### src/rtl/syn_ram_fifo_ctrl_if.sv
// Producer/consumer side of the RAM-backed FIFO: push/pop requests, read strobe and occupancy flags.
interface syn_ram_fifo_ctrl_if #(
  parameter int RAM_WIDTH = 8,
  parameter int ADDR_SIZE = 4
);
  logic                 wr_en;
  logic [RAM_WIDTH-1:0] wr_data;
  logic                 rd_en;
  logic                 rd_valid;
  logic                 full;
  logic                 almost_full;
  logic                 empty;
  logic [ADDR_SIZE:0]   count;
  logic                 overflow;
  logic                 underflow;

  modport master (
    output wr_en, wr_data, rd_en,
    input  rd_valid, full, almost_full, empty, count, overflow, underflow
  );

  modport slave (
    input  wr_en, wr_data, rd_en,
    output rd_valid, full, almost_full, empty, count, overflow, underflow
  );
endinterface

### src/rtl/syn_ram_fifo_ctrl.sv
// Push/pop controller that turns a 16x8 synchronous dual-port RAM into a FIFO.
// Occupancy flags are registered from the pointer values after each edge.
module syn_ram_fifo_ctrl #(
  parameter int RAM_WIDTH    = 8,
  parameter int RAM_DEPTH    = 16,
  parameter int ADDR_SIZE    = 4,
  parameter int AFULL_THRESH = 14
) (
  input  logic                  clk,
  input  logic                  reset,
  syn_ram_fifo_ctrl_if.slave    bus,
  output logic                  ram_write,
  output logic                  ram_read,
  output logic [ADDR_SIZE-1:0]  ram_wr_addr,
  output logic [ADDR_SIZE-1:0]  ram_rd_addr,
  output logic [RAM_WIDTH-1:0]  ram_data_in
);
  localparam logic [ADDR_SIZE:0] DEPTH_C = (ADDR_SIZE+1)'(RAM_DEPTH);
  localparam logic [ADDR_SIZE:0] AFULL_C = (ADDR_SIZE+1)'(AFULL_THRESH);
  localparam logic [ADDR_SIZE:0] ZERO_C  = '0;

  logic [ADDR_SIZE:0] wr_ptr;
  logic [ADDR_SIZE:0] rd_ptr;
  logic [ADDR_SIZE:0] wr_ptr_nxt;
  logic [ADDR_SIZE:0] rd_ptr_nxt;
  logic [ADDR_SIZE:0] count_nxt;
  logic               push_ok;
  logic               pop_ok;

  // Gating on the registered full/empty flags keeps the RAM ports from
  // ever addressing the same location in one cycle.
  assign push_ok = bus.wr_en & ~bus.full  & ~reset;
  assign pop_ok  = bus.rd_en & ~bus.empty & ~reset;

  assign ram_write   = push_ok;
  assign ram_read    = pop_ok;
  assign ram_data_in = bus.wr_data;
  assign ram_wr_addr = wr_ptr[ADDR_SIZE-1:0];
  assign ram_rd_addr = rd_ptr[ADDR_SIZE-1:0];

  assign wr_ptr_nxt = wr_ptr + {{ADDR_SIZE{1'b0}}, push_ok};
  assign rd_ptr_nxt = rd_ptr + {{ADDR_SIZE{1'b0}}, pop_ok};
  assign count_nxt  = wr_ptr_nxt - rd_ptr_nxt;

  always_ff @(posedge clk) begin
    if (reset) begin
      wr_ptr          <= '0;
      rd_ptr          <= '0;
      bus.count       <= '0;
      bus.empty       <= 1'b1;
      bus.full        <= 1'b0;
      bus.almost_full <= 1'b0;
      bus.rd_valid    <= 1'b0;
      bus.overflow    <= 1'b0;
      bus.underflow   <= 1'b0;
    end else begin
      wr_ptr          <= wr_ptr_nxt;
      rd_ptr          <= rd_ptr_nxt;
      bus.count       <= count_nxt;
      bus.empty       <= (count_nxt == ZERO_C);
      bus.full        <= (count_nxt == DEPTH_C);
      bus.almost_full <= (count_nxt >= AFULL_C);
      // RAM data_out lags the read strobe by one cycle.
      bus.rd_valid    <= pop_ok;
      bus.overflow    <= bus.overflow  | (bus.wr_en & bus.full);
      bus.underflow   <= bus.underflow | (bus.rd_en & bus.empty);
    end
  end
endmodule

### src/flat_wrapper.sv
// flat-port wrapper written by rule: the top's interface ports become plain ports
module syn_ram_fifo_ctrl_flat 
#(
  parameter int RAM_WIDTH    = 8,
  parameter int RAM_DEPTH    = 16,
  parameter int ADDR_SIZE    = 4,
  parameter int AFULL_THRESH = 14
)
  (clk, reset, ram_write, ram_read, ram_wr_addr, ram_rd_addr, ram_data_in, bus_wr_en, bus_wr_data, bus_rd_en, bus_rd_valid, bus_full, bus_almost_full, bus_empty, bus_count, bus_overflow, bus_underflow);
  syn_ram_fifo_ctrl_if #(.RAM_WIDTH(RAM_WIDTH), .ADDR_SIZE(ADDR_SIZE)) bus_i ();
  input  logic clk;
  input  logic reset;
  output logic ram_write;
  output logic ram_read;
  output logic [ADDR_SIZE-1:0] ram_wr_addr;
  output logic [ADDR_SIZE-1:0] ram_rd_addr;
  output logic [RAM_WIDTH-1:0] ram_data_in;
  input wire logic [$bits(bus_i.wr_en)-1:0] bus_wr_en;
  input wire logic [$bits(bus_i.wr_data)-1:0] bus_wr_data;
  input wire logic [$bits(bus_i.rd_en)-1:0] bus_rd_en;
  output wire logic [$bits(bus_i.rd_valid)-1:0] bus_rd_valid;
  output wire logic [$bits(bus_i.full)-1:0] bus_full;
  output wire logic [$bits(bus_i.almost_full)-1:0] bus_almost_full;
  output wire logic [$bits(bus_i.empty)-1:0] bus_empty;
  output wire logic [$bits(bus_i.count)-1:0] bus_count;
  output wire logic [$bits(bus_i.overflow)-1:0] bus_overflow;
  output wire logic [$bits(bus_i.underflow)-1:0] bus_underflow;
  assign bus_i.wr_en = bus_wr_en;
  assign bus_i.wr_data = bus_wr_data;
  assign bus_i.rd_en = bus_rd_en;
  assign bus_rd_valid = bus_i.rd_valid;
  assign bus_full = bus_i.full;
  assign bus_almost_full = bus_i.almost_full;
  assign bus_empty = bus_i.empty;
  assign bus_count = bus_i.count;
  assign bus_overflow = bus_i.overflow;
  assign bus_underflow = bus_i.underflow;
  syn_ram_fifo_ctrl #(.RAM_WIDTH(RAM_WIDTH), .RAM_DEPTH(RAM_DEPTH), .ADDR_SIZE(ADDR_SIZE), .AFULL_THRESH(AFULL_THRESH)) u_core (.clk(clk), .reset(reset), .bus(bus_i), .ram_write(ram_write), .ram_read(ram_read), .ram_wr_addr(ram_wr_addr), .ram_rd_addr(ram_rd_addr), .ram_data_in(ram_data_in));
endmodule
### config.mk
export PLATFORM = sky130hd
export DESIGN_NAME = syn_ram_fifo_ctrl_flat
export DESIGN_NICKNAME = d
export VERILOG_FILES = /design/src/rtl/syn_ram_fifo_ctrl_if.sv /design/src/rtl/syn_ram_fifo_ctrl.sv /design/src/flat_wrapper.sv
export SDC_FILE = /design/constraint.sdc
export NUM_CORES = 1
export LEC_CHECK = 0
export BUFFER_PORTS_ARGS = -buffer_cell sky130_fd_sc_hd__buf_2
export CAP_MARGIN = 10
export CORE_MARGIN = 2
export CORE_UTILIZATION = 50
export CTS_CLUSTER_DIAMETER = 100
export DETAILED_ROUTE_END_ITERATION = 8
export PLACE_DENSITY = 0.82
export REMOVE_ABC_BUFFERS = 1
export SLEW_MARGIN = 5
export SYNTH_ARGS = -nofsm -noshare
export SYNTH_HDL_FRONTEND = slang
export SYNTH_SLANG_ARGS = --single-unit
export TNS_END_PERCENT = 50
### constraint.sdc
create_clock -name clk -period 5.1 [get_ports clk]
set_input_delay 0.51 -clock clk [delete_from_list [all_inputs] [get_ports clk]]
set_output_delay 0.51 -clock clk [all_outputs]
set_load 0.005 [all_outputs]
---- Word-level counts from Yosys, hierarchy flattened ----
Index checks and enable logic that the tools add are counted.
operators by class
  $add $sub $neg .......................... 3
  magnitude comparators ................... 1
  eq/ne operators ......................... 1
  bitwise logic cells ..................... 11
  reductions and logical operators ........ 1
operators by type and width
  operator            number
  $add 5x1->5         2
  $and 1x1->1         6
  $eq 5x5->1 const B  1
  $ge 5x4->1 const B  1
  $logic_not 5->1     1
  $sub 5x5->5         1
  $not 1->1           3
  $or 1x1->1          2
storage, ports and cells
  bits in registers ....................... 21
  input port bits ......................... 12
  output and inout port bits .............. 29
  word-level logic and storage cells ...... 26

---- Depth between registers and ports, before layout ----
Gate-level depths: netlist of the first run.
  depth in word-level cells ............... 6
  gate-level depth with buffers ........... 12
  mapped depth without buffers ............ 11

---- Worst setup path before layout of the first run ----
OpenSTA, ideal clock, no wires.
  path kind ............................... input to register
  start ................................... in reset
  end ..................................... reg u_core.bus.full
  library setup time ...................... 87 ps
  data arrival time ....................... 2885 ps
  required time ........................... 5013 ps
  path slack .............................. 2128 ps
  cell stages on the path ................. 11
  path buffers ............................ 1
  path through ............................ buf_1 > nor3b_1 > ha_1 > ha_1 > xnor2_1 > ha_1 > a21oi_1 > maj3_2 > maj3_2 > xnor2_2 > nor4b_2
between the ends
  longest elaborated chain between the ends .. 5
  elaborated cells between the ends (all ways) .. 7
  classes of those cells .................. 3 x add/sub; 1 x eq/ne; 3 x bitwise
ends and longest elaborated chain
  element                   RTL line                    RTL
  start: declaration        flat_wrapper.sv:12          input logic reset;
  $not 1->1                 syn_ram_fifo_ctrl.sv:33     assign pop_ok = bus.rd_en & ~bus.empty & ~reset;
  $and 1x1->1               syn_ram_fifo_ctrl.sv:33
  via ram_read              flat_wrapper.sv:14          output logic ram_read;
  $add 5x1->5               syn_ram_fifo_ctrl.sv:42     assign rd_ptr_nxt = rd_ptr + {{ADDR_SIZE{1'b0}}, pop_ok};
  via u_core.rd_ptr_nxt[1]  syn_ram_fifo_ctrl.sv:25     logic [ADDR_SIZE:0] rd_ptr_nxt;
  $sub 5x5->5               syn_ram_fifo_ctrl.sv:43     assign count_nxt = wr_ptr_nxt - rd_ptr_nxt;
  $eq 5x5->1                syn_ram_fifo_ctrl.sv:61     bus.full <= (count_nxt == DEPTH_C);
  end signal: assignment    syn_ram_fifo_ctrl.sv:61
  end: declaration          syn_ram_fifo_ctrl_if.sv:24  output rd_valid, full, almost_full, empty, count, overflow, underflow
The timed path passes the listed nets, and every way through them passes these cells.
A chain may end at the register's enable or synchronous reset.

---- Worst setup path after layout of the first run ----
  start ................................... in reset
  end ..................................... reg u_core.bus.full
between the ends
  longest elaborated chain between the ends .. 5
  elaborated cells between the ends (all ways) .. 7
  classes of those cells .................. 3 x add/sub; 1 x eq/ne; 3 x bitwise
ends and longest elaborated chain
  element                   RTL line
  $not 1->1                 syn_ram_fifo_ctrl.sv:33
  $and 1x1->1               syn_ram_fifo_ctrl.sv:33
  $add 5x1->5               syn_ram_fifo_ctrl.sv:42
  via u_core.rd_ptr_nxt[1]  syn_ram_fifo_ctrl.sv:25
  $sub 5x5->5               syn_ram_fifo_ctrl.sv:43
  $eq 5x5->1                syn_ram_fifo_ctrl.sv:61
The timed path passes the listed nets, and every way through them passes these cells.

==> impl_metrics.csv, run 1 <==
group,metric,value,unit
status,status,"finished clean",
sta,skew,0.00192,ns
finish,fin_cells,137,
pwr,p_per_area,318,mW/mm²
drt,drcViolationCount,0,
floorplanning,placementRows,16,
floorplanning,start_util,0.525,
critical_path,cpPeakStageDelay,0.33,ns
clocking,cts_made_buffers,3,
floorplanning,chipWidth,49.2,µm
critical_path,worst_path_max_delay_cell,"maj3_2",
pwr,power.internal,0.249,mW
critical_path,worst-path-buf-inv,1,
logic_synthesis,synth_seq_cells,21,
logic_synthesis,synthTopCellsByArea,"dfxtp_1, buf_4, ha_1, xor2_2, nor2_1",
logic_synthesis,ys_warn_count,0,
clocking,cts_root_buf,"clkbuf_4",
critical_path,crit_arrival,3.08,ns
floorplanning,die_y,49.2,µm
worst_hold_path,hp-class,"in -> reg",
finish,antenna_cells,0,
logic_synthesis,ys_top_cells_by_count,"dfxtp_1, buf_4, nor2_1, ha_1",
drt,ant_nets,0,
logic_synthesis,synth_cell_types,22,
logic_synthesis,synth_edf_count,0,
critical_path,cp.required,5.31,ns
drt,vias,662,
pwr,p_leak,0.501,nW
clocking,tritoncts,"done",
logic_synthesis,async_reset_ff_frac,0,
logic_synthesis,seq_area_frac_synth,0.412,
logic_synthesis,yosysTopAreaCell,"dfxtp_1",
global_route,grt_first_pass_wirelength,2860,µm
clocking,clk_latency,0.29,ns
critical_path,path_max_fanout,23,
global_route,grt_pass1_vias,680,
sta,fin_crit,2.87,ns
clocking,htreeDepth,1,
critical_path,cp-start-kind,"input pin",
pwr,p_clk_frac,0.225,
global_route,antenna_found_initial,0,
finish,fin_nets,129,
run,max-cap-violations,0,
sta,setup_viol,0,
floorplanning,top_level_ports,41,
logic_synthesis,synth_area,0.00102,mm²
drt,via_per_inst,4.83,
global_route,grt_start_max_net_pins,24,
finish,syn2layout_area_growth,5.15,%
pwr,max-vdd-ir-drop,230,µV
drt,wirelength,1620,µm
drt,drt-wirelength-per-cell,11.8,µm
sta,hold_viol_final,0,
sta,timing.fmax,349,MHz
clocking,postCtsHoldBufs,0,
clocking,cts_sinks,21,
critical_path,path_cells,"buf_2, nor3b_1, ha_1, ha_1, xnor2_1, ha_1, a21oi_1, maj3_2, maj3_2, xnor2_2, nor4b_2",
sta,tns,0,ns
clocking,cts_buffer_depth,2,
place,dp_cells,133,
pwr,p_seq_frac,0.544,
sta,relSlewSlack,0.727,
critical_path,worstSetupEndpointType,"flop",
sta,fin_crit_sh,0.562,
drt,drtIter0Drc,11,
sta,worstMarginPinSlew,0.407,ns
pwr,swShare,0.269,
logic_synthesis,yosysMostFrequentCell,"dfxtp_1",
drt,firstDrtPassIters,4,
place,dp_hpwl,1300,µm
critical_path,worst-setup-path-type,"in -> reg",
place,gp_congestion,0.829,
floorplanning,dieArea,0.00242,mm²
sta,rsz0062_at_grt,"false",
clocking,cts_resized,0,
logic_synthesis,syn_area_per_cell,10.2,µm²
logic_synthesis,yosysTopAreaCellShare,0.412,
logic_synthesis,yosys_most_used_dff,"dfxtp_1",
logic_synthesis,syn_inst,100,
clocking,clk_pin_slew,0.10,ns
global_route,overflow,0,
pwr,p_comb_frac,0.231,
global_route,grt_usage,0.157,
floorplanning,core_area,0.00194,mm²
clocking,post_cts_buffers,0,
pwr,switchingPower,0.0917,mW
finish,drive_gt1_frac,0.336,
sta,final_max_slew_viol_count,0,
place,portBuffers,24,
critical_path,cp_common_cell,"ha_1",
critical_path,path_delay_family,"adder cells",
-- worst register-to-register path, cell delays in order, from the launching register on --
cell	delay, ns
dfxtp_1	0.35
nor3b_1	0.27
ha_1	0.23
ha_1	0.28
xnor2_1	0.22
ha_1	0.18
a21oi_1	0.06
maj3_2	0.32
maj3_2	0.33
xnor2_2	0.17
nor4b_2	0.27
-- registers in the layout (all words and copies together), names as in the netlist --
| signal | flops |
|---|---|
| u_core.bus.count | 5 |
| u_core.bus.empty | 1 |
| u_core.bus.full | 1 |
| u_core.rd_ptr | 5 |
| u_core.bus.rd_valid | 1 |
| u_core.bus.overflow | 1 |
| u_core.wr_ptr | 5 |
| u_core.bus.almost_full | 1 |
| u_core.bus.underflow | 1 |
-- worst paths after layout --
kind	slack, ns	start	cells past startpoint	endpoint
setup / recovery	2.23	reset	11	u_core.bus.full
hold / removal	0.45	bus_wr_en	3	u_core.bus.overflow
setup reg to reg	2.35	u_core.bus.empty	10	u_core.bus.full
hold reg to reg	0.48	u_core.bus.overflow	2	u_core.bus.overflow
-- power groups by stage --
stage	clock network (mW)	logic [mW]	registers (mW)
final	0.0766	0.0787	0.186
after floorplan	0	0.0483	0.192
after global placement	0	0.0764	0.189
after CTS	0.0803	0.0798	0.186
after global routing	0.0859	0.0888	0.188
after detailed placement	0	0.0788	0.190
-- cell families (layout without fill, tap and decap cells) --
| family | count (synthesis) | after routing | share of synthesized area |
|---|---|---|---|
| simple gates | 28 | 28 | 0.150 |
| buf+inv | 23 | 33 | 0.144 |
| fa+ha+maj | 10 | 10 | 0.117 |
| flops | 21 | 21 | 0.412 |
| compound gates | 5 | 5 | 0.0294 |
| xor+xnor | 13 | 13 | 0.148 |
-- layer usage --
| layer | vias to the layer above | share of wire | GRT usage |
|---|---|---|---|
| li1 | 323 | - | - |
| met1 | 303 | 0.42 | 0.163 |
| met2 | 36 | 0.50 | 0.282 |
| met3 | 0 | 0.084 | 0.0828 |
| met4 | 0 | 0 | 0.0286 |
| met5 | - | 0 | 0 |
-- final cells by class --
class                           instances  area (µm²)
Sequential cell                        21         420
Timing Repair Buffer                   24         120
Tap cell                               27        33.8
Clock buffer                            4        26.3
Inverter                                5        18.8
Multi-Input combinational cell         56         453
Fill cell                             197         870
-- through the flow --
step / worst slack (ns) / hold WS (ns) / utilization / area [µm²] / power (mW)
after floorplan: 2.34 / 0.460 / - / 892 / 0.240
after global placement: 2.06 / 0.449 / 0.539 / 1050 / 0.266
after detailed placement: 1.94 / 0.462 / 0.539 / 1050 / 0.269
after CTS: 2.21 / 0.450 / 0.552 / 1070 / 0.346
after global routing: 2.05 / 0.460 / 0.552 / 1070 / 0.362
final: 2.23 / 0.452 / 0.552 / 1070 / 0.341
-- placed cells by master (no fill, tap or decap) --
| cell | count |
|---|---|
| xnor2_1 | 5 |
| nor4b_2 | 1 |
| a21oi_1 | 4 |
| nand3_2 | 1 |
| maj3_1 | 1 |
| or3b_1 | 1 |
| nor2_1 | 14 |
| nor3b_1 | 3 |
| a41o_1 | 1 |
| xnor2_2 | 1 |
| maj3_2 | 3 |
| nand2_1 | 1 |
| nor2b_1 | 4 |
| inv_1 | 5 |
| nand3_1 | 3 |
| clkbuf_1 | 1 |
| buf_2 | 24 |
| dfxtp_1 | 21 |
| xor2_1 | 3 |
| ha_1 | 6 |
| xor2_2 | 4 |
| clkbuf_4 | 3 |
Power figures use the tool's default switching activity.
==> run 2: changes to the inputs <==
--- a/config.mk
+++ b/config.mk
@@ -5,13 +5,14 @@
 export SDC_FILE = /design/constraint.sdc
 export NUM_CORES = 1
 export LEC_CHECK = 0
+export ABC_AREA = 1
 export BUFFER_PORTS_ARGS = -buffer_cell sky130_fd_sc_hd__buf_2
 export CAP_MARGIN = 10
 export CORE_MARGIN = 2
-export CORE_UTILIZATION = 50
+export CORE_UTILIZATION = 43
 export CTS_CLUSTER_DIAMETER = 100
 export DETAILED_ROUTE_END_ITERATION = 8
-export PLACE_DENSITY = 0.82
+export PLACE_DENSITY = 0.74
 export REMOVE_ABC_BUFFERS = 1
 export SLEW_MARGIN = 5
 export SYNTH_ARGS = -nofsm -noshare
==> constraint.sdc (replaced) <==
create_clock -name clk -period 2.3 [get_ports clk]
set_input_delay 0.23 -clock clk [delete_from_list [all_inputs] [get_ports clk]]
set_output_delay 0.23 -clock clk [all_outputs]
set_load 0.005 [all_outputs]
==> run 2 against run 1 <==
Net effect:
- area after synthesis increased by 9.4%
- final area increased by 14%
- critical path depth increased by 4
- die area increased by 25%
- register-to-register slack got worse by 2.1 ns
- highest routed layer is now met4
- worst setup slack got worse by 2.0 ns
- core utilization decreased by 5.7 points
- combinational power increased by 140%
- synthesized cell count increased by 55%
- first-iteration DRC count unchanged
==> impl_metrics.csv, run 2 <==
group,metric,value,unit
status,status,"finished clean",
global_route,grt_start_max_net_pins,17,
critical_path,crit_arrival,2.28,ns
sta,rsz0062_at_grt,"false",
place,portBuffers,24,
floorplanning,die_y,54.9,µm
drt,drt-wirelength-per-cell,11.0,µm
place,dp_hpwl,1690,µm
critical_path,worst-setup-path-type,"reg -> reg",
logic_synthesis,synth_area,0.00112,mm²
global_route,grt_usage,0.164,
floorplanning,top_level_ports,41,
logic_synthesis,syn_inst,155,
finish,final_cell_mix,"nand2_1, buf_2, dfxtp_1",
floorplanning,core_area,0.00248,mm²
critical_path,cp-start-kind,"flop",
drt,drtIter0Drc,11,
sta,relSlewSlack,0.813,
critical_path,worstSetupEndpointType,"flop",
critical_path,cpPeakStageDelay,0.38,ns
sta,worstMarginPinSlew,0.280,ns
place,gp_congestion,0.862,
logic_synthesis,synth_seq_cells,21,
logic_synthesis,ys_top_cells_by_count,"nand2_1, dfxtp_1, inv_1, nor2_1, buf_4",
drt,via_per_inst,4.81,
finish,syn2layout_area_growth,9.87,%
global_route,overflow,0,
finish,register_area,424,µm²
clocking,tritoncts,"done",
logic_synthesis,yosysMostFrequentCell,"nand2_1",
logic_synthesis,async_reset_ff_frac,0,
sta,final_max_slew_viol_count,0,
drt,ant_nets,0,
logic_synthesis,ys_warn_count,0,
drt,firstDrtPassIters,4,
clocking,cts_sinks,21,
drt,vias,957,
critical_path,cp_common_cell,"nand2_1",
logic_synthesis,yosysTopAreaCell,"dfxtp_1",
floorplanning,placementRows,18,
finish,n_fill_cell,244,
clocking,cts_root_buf,"clkbuf_4",
clocking,cts_buffer_depth,2,
sta,hold_slack,0.164,ns
logic_synthesis,synth_edf_count,0,
critical_path,path_cells,"nor2_4, ha_2, ha_1, inv_2, nand2_1, inv_1, nor2_1, ha_1, inv_1, nand2_1, nand3b_1, nand3b_1, nor2_2, nand2_1, nand2_1",
critical_path,cp.required,2.50,ns
sta,fin_crit,2.08,ns
run,max-cap-violations,0,
logic_synthesis,yosysTopAreaCellShare,0.377,
finish,reg_top3,"u_core.bus.count (5), u_core.rd_ptr (5), u_core.wr_ptr (5)",
critical_path,worst_path_max_delay_cell,"dfxtp_4",
clocking,clk_pin_slew,0.12,ns
logic_synthesis,synth_cell_types,18,
clocking,clk_latency,0.30,ns
sta,fin_crit_sh,0.904,
finish,drive_gt1_frac,0.296,
drt,drcViolationCount,0,
finish,antenna_cells,0,
finish,final_common_cell,"nand2_1",
floorplanning,dieArea,0.00302,mm²
global_route,antenna_found_initial,0,
logic_synthesis,syn_area_per_cell,7.20,µm²
finish,fin_nets,188,
worst_hold_path,hp-class,"in -> reg",
sta,setup_viol,0,
logic_synthesis,yosys_most_used_dff,"dfxtp_1",
drt,wirelength,2190,µm
clocking,cts_made_buffers,3,
pwr,p_leak,0.681,nW
pwr,max-vdd-ir-drop,534,µV
sta,timing.fmax,481,MHz
global_route,grt_first_pass_wirelength,3510,µm
global_route,grt_pass1_vias,904,
critical_path,path_max_fanout,4,
sta,skew,0.00149,ns
pwr,p_total,0.784,mW
sta,hold_viol_final,0,
pwr,p_per_area,639,mW/mm²
finish,multi_input_area,504,µm²
floorplanning,chipWidth,54.9,µm
floorplanning,start_util,0.451,
clocking,postCtsHoldBufs,0,
logic_synthesis,seq_area_frac_synth,0.377,
clocking,htreeDepth,1,
logic_synthesis,synthTopCellsByArea,"dfxtp_1, nand2_1, buf_4, ha_1, inv_1",
==> run 2: changes by cell type in the layout (fill, tap and decap cells not counted), moves of 5 or more <==
cell / previous run / this run
inv_1: 5 / 19
nand4_1: 0 / 6
nand2_1: 1 / 37
nand2_2: 0 / 5
==> run 2: area by class of cell <==
class	instances	area share
inverters	22	0.0673
clock buffers	3	0.0184
flip-flops and latches	21	0.346
clock inverters	1	0.00408
well taps	30	0.0306
multi-input cells	94	0.411
repair buffers	28	0.122
==> run 2: critical path, delay by kind of cell, from the launching register on <==
family        cells  cell delay, ns
fa+ha+maj         3            0.61
buf+inv           3            0.19
simple gates      9            0.81
flops             1            0.38
==> run 2: path summary, 6_finish.rpt <==
check / from / endpoint / slack [ns] / cells after the start
max reg2reg: u_core.bus.empty / u_core.bus.empty / 0.22 / 15
min: bus_wr_en / u_core.bus.overflow / 0.16 / 3
max: u_core.bus.empty / u_core.bus.empty / 0.22 / 15
min reg2reg: u_core.bus.empty / u_core.bus.rd_valid / 0.46 / 1
==> run 2: repair_timing <==
action,4_1_cts,5_1_grt
buffers inserted,0,2
resized for setup,0,9
endpoints found under the setup margin,0,4
==> run 2: power breakdown <==
group	internal, mW	switching (mW)	total [mW]	leakage [nW]
clock network	0.0648	0.113	0.178	0.0177
registers	0.400	0.0180	0.418	0.171
logic	0.0837	0.105	0.188	0.492
total	0.548	0.235	0.784	0.681
==> run 2: cell families (layout without fill, tap and decap cells) <==
kind of cell | Yosys count | in the layout | share of synthesized area
buf+inv | 40 | 54 | 0.188
fa+ha+maj | 6 | 6 | 0.0673
compound gates | 7 | 7 | 0.0314
simple gates | 79 | 79 | 0.321
flops | 21 | 21 | 0.377
xor+xnor | 2 | 2 | 0.0157
==> run 2: per-stage QoR <==
step | setup TNS [ns] | instance area, µm² | instances | util | worst slack [ns]
after global routing | 0 | 1230 | 199 | 0.495 | 0.00953
after detailed placement | -0.335 | 1160 | 193 | 0.469 | -0.100
final | 0 | 1230 | 199 | 0.495 | 0.222
after global placement | -0.0405 | 1160 | 193 | 0.469 | -0.0219
after CTS | 0 | 1190 | 197 | 0.480 | 0.0986
after floorplan | 0 | 988 | 137 | - | 0.234
==> run 2: metal layers <==
layer | up-vias | part of all wire | GRT usage
met5 | - | 0 | 0
met1 | 425 | 0.43 | 0.182
met4 | 0 | 0.030 | 0.118
li1 | 493 | - | -
met2 | 31 | 0.47 | 0.264
met3 | 8 | 0.064 | 0.0538
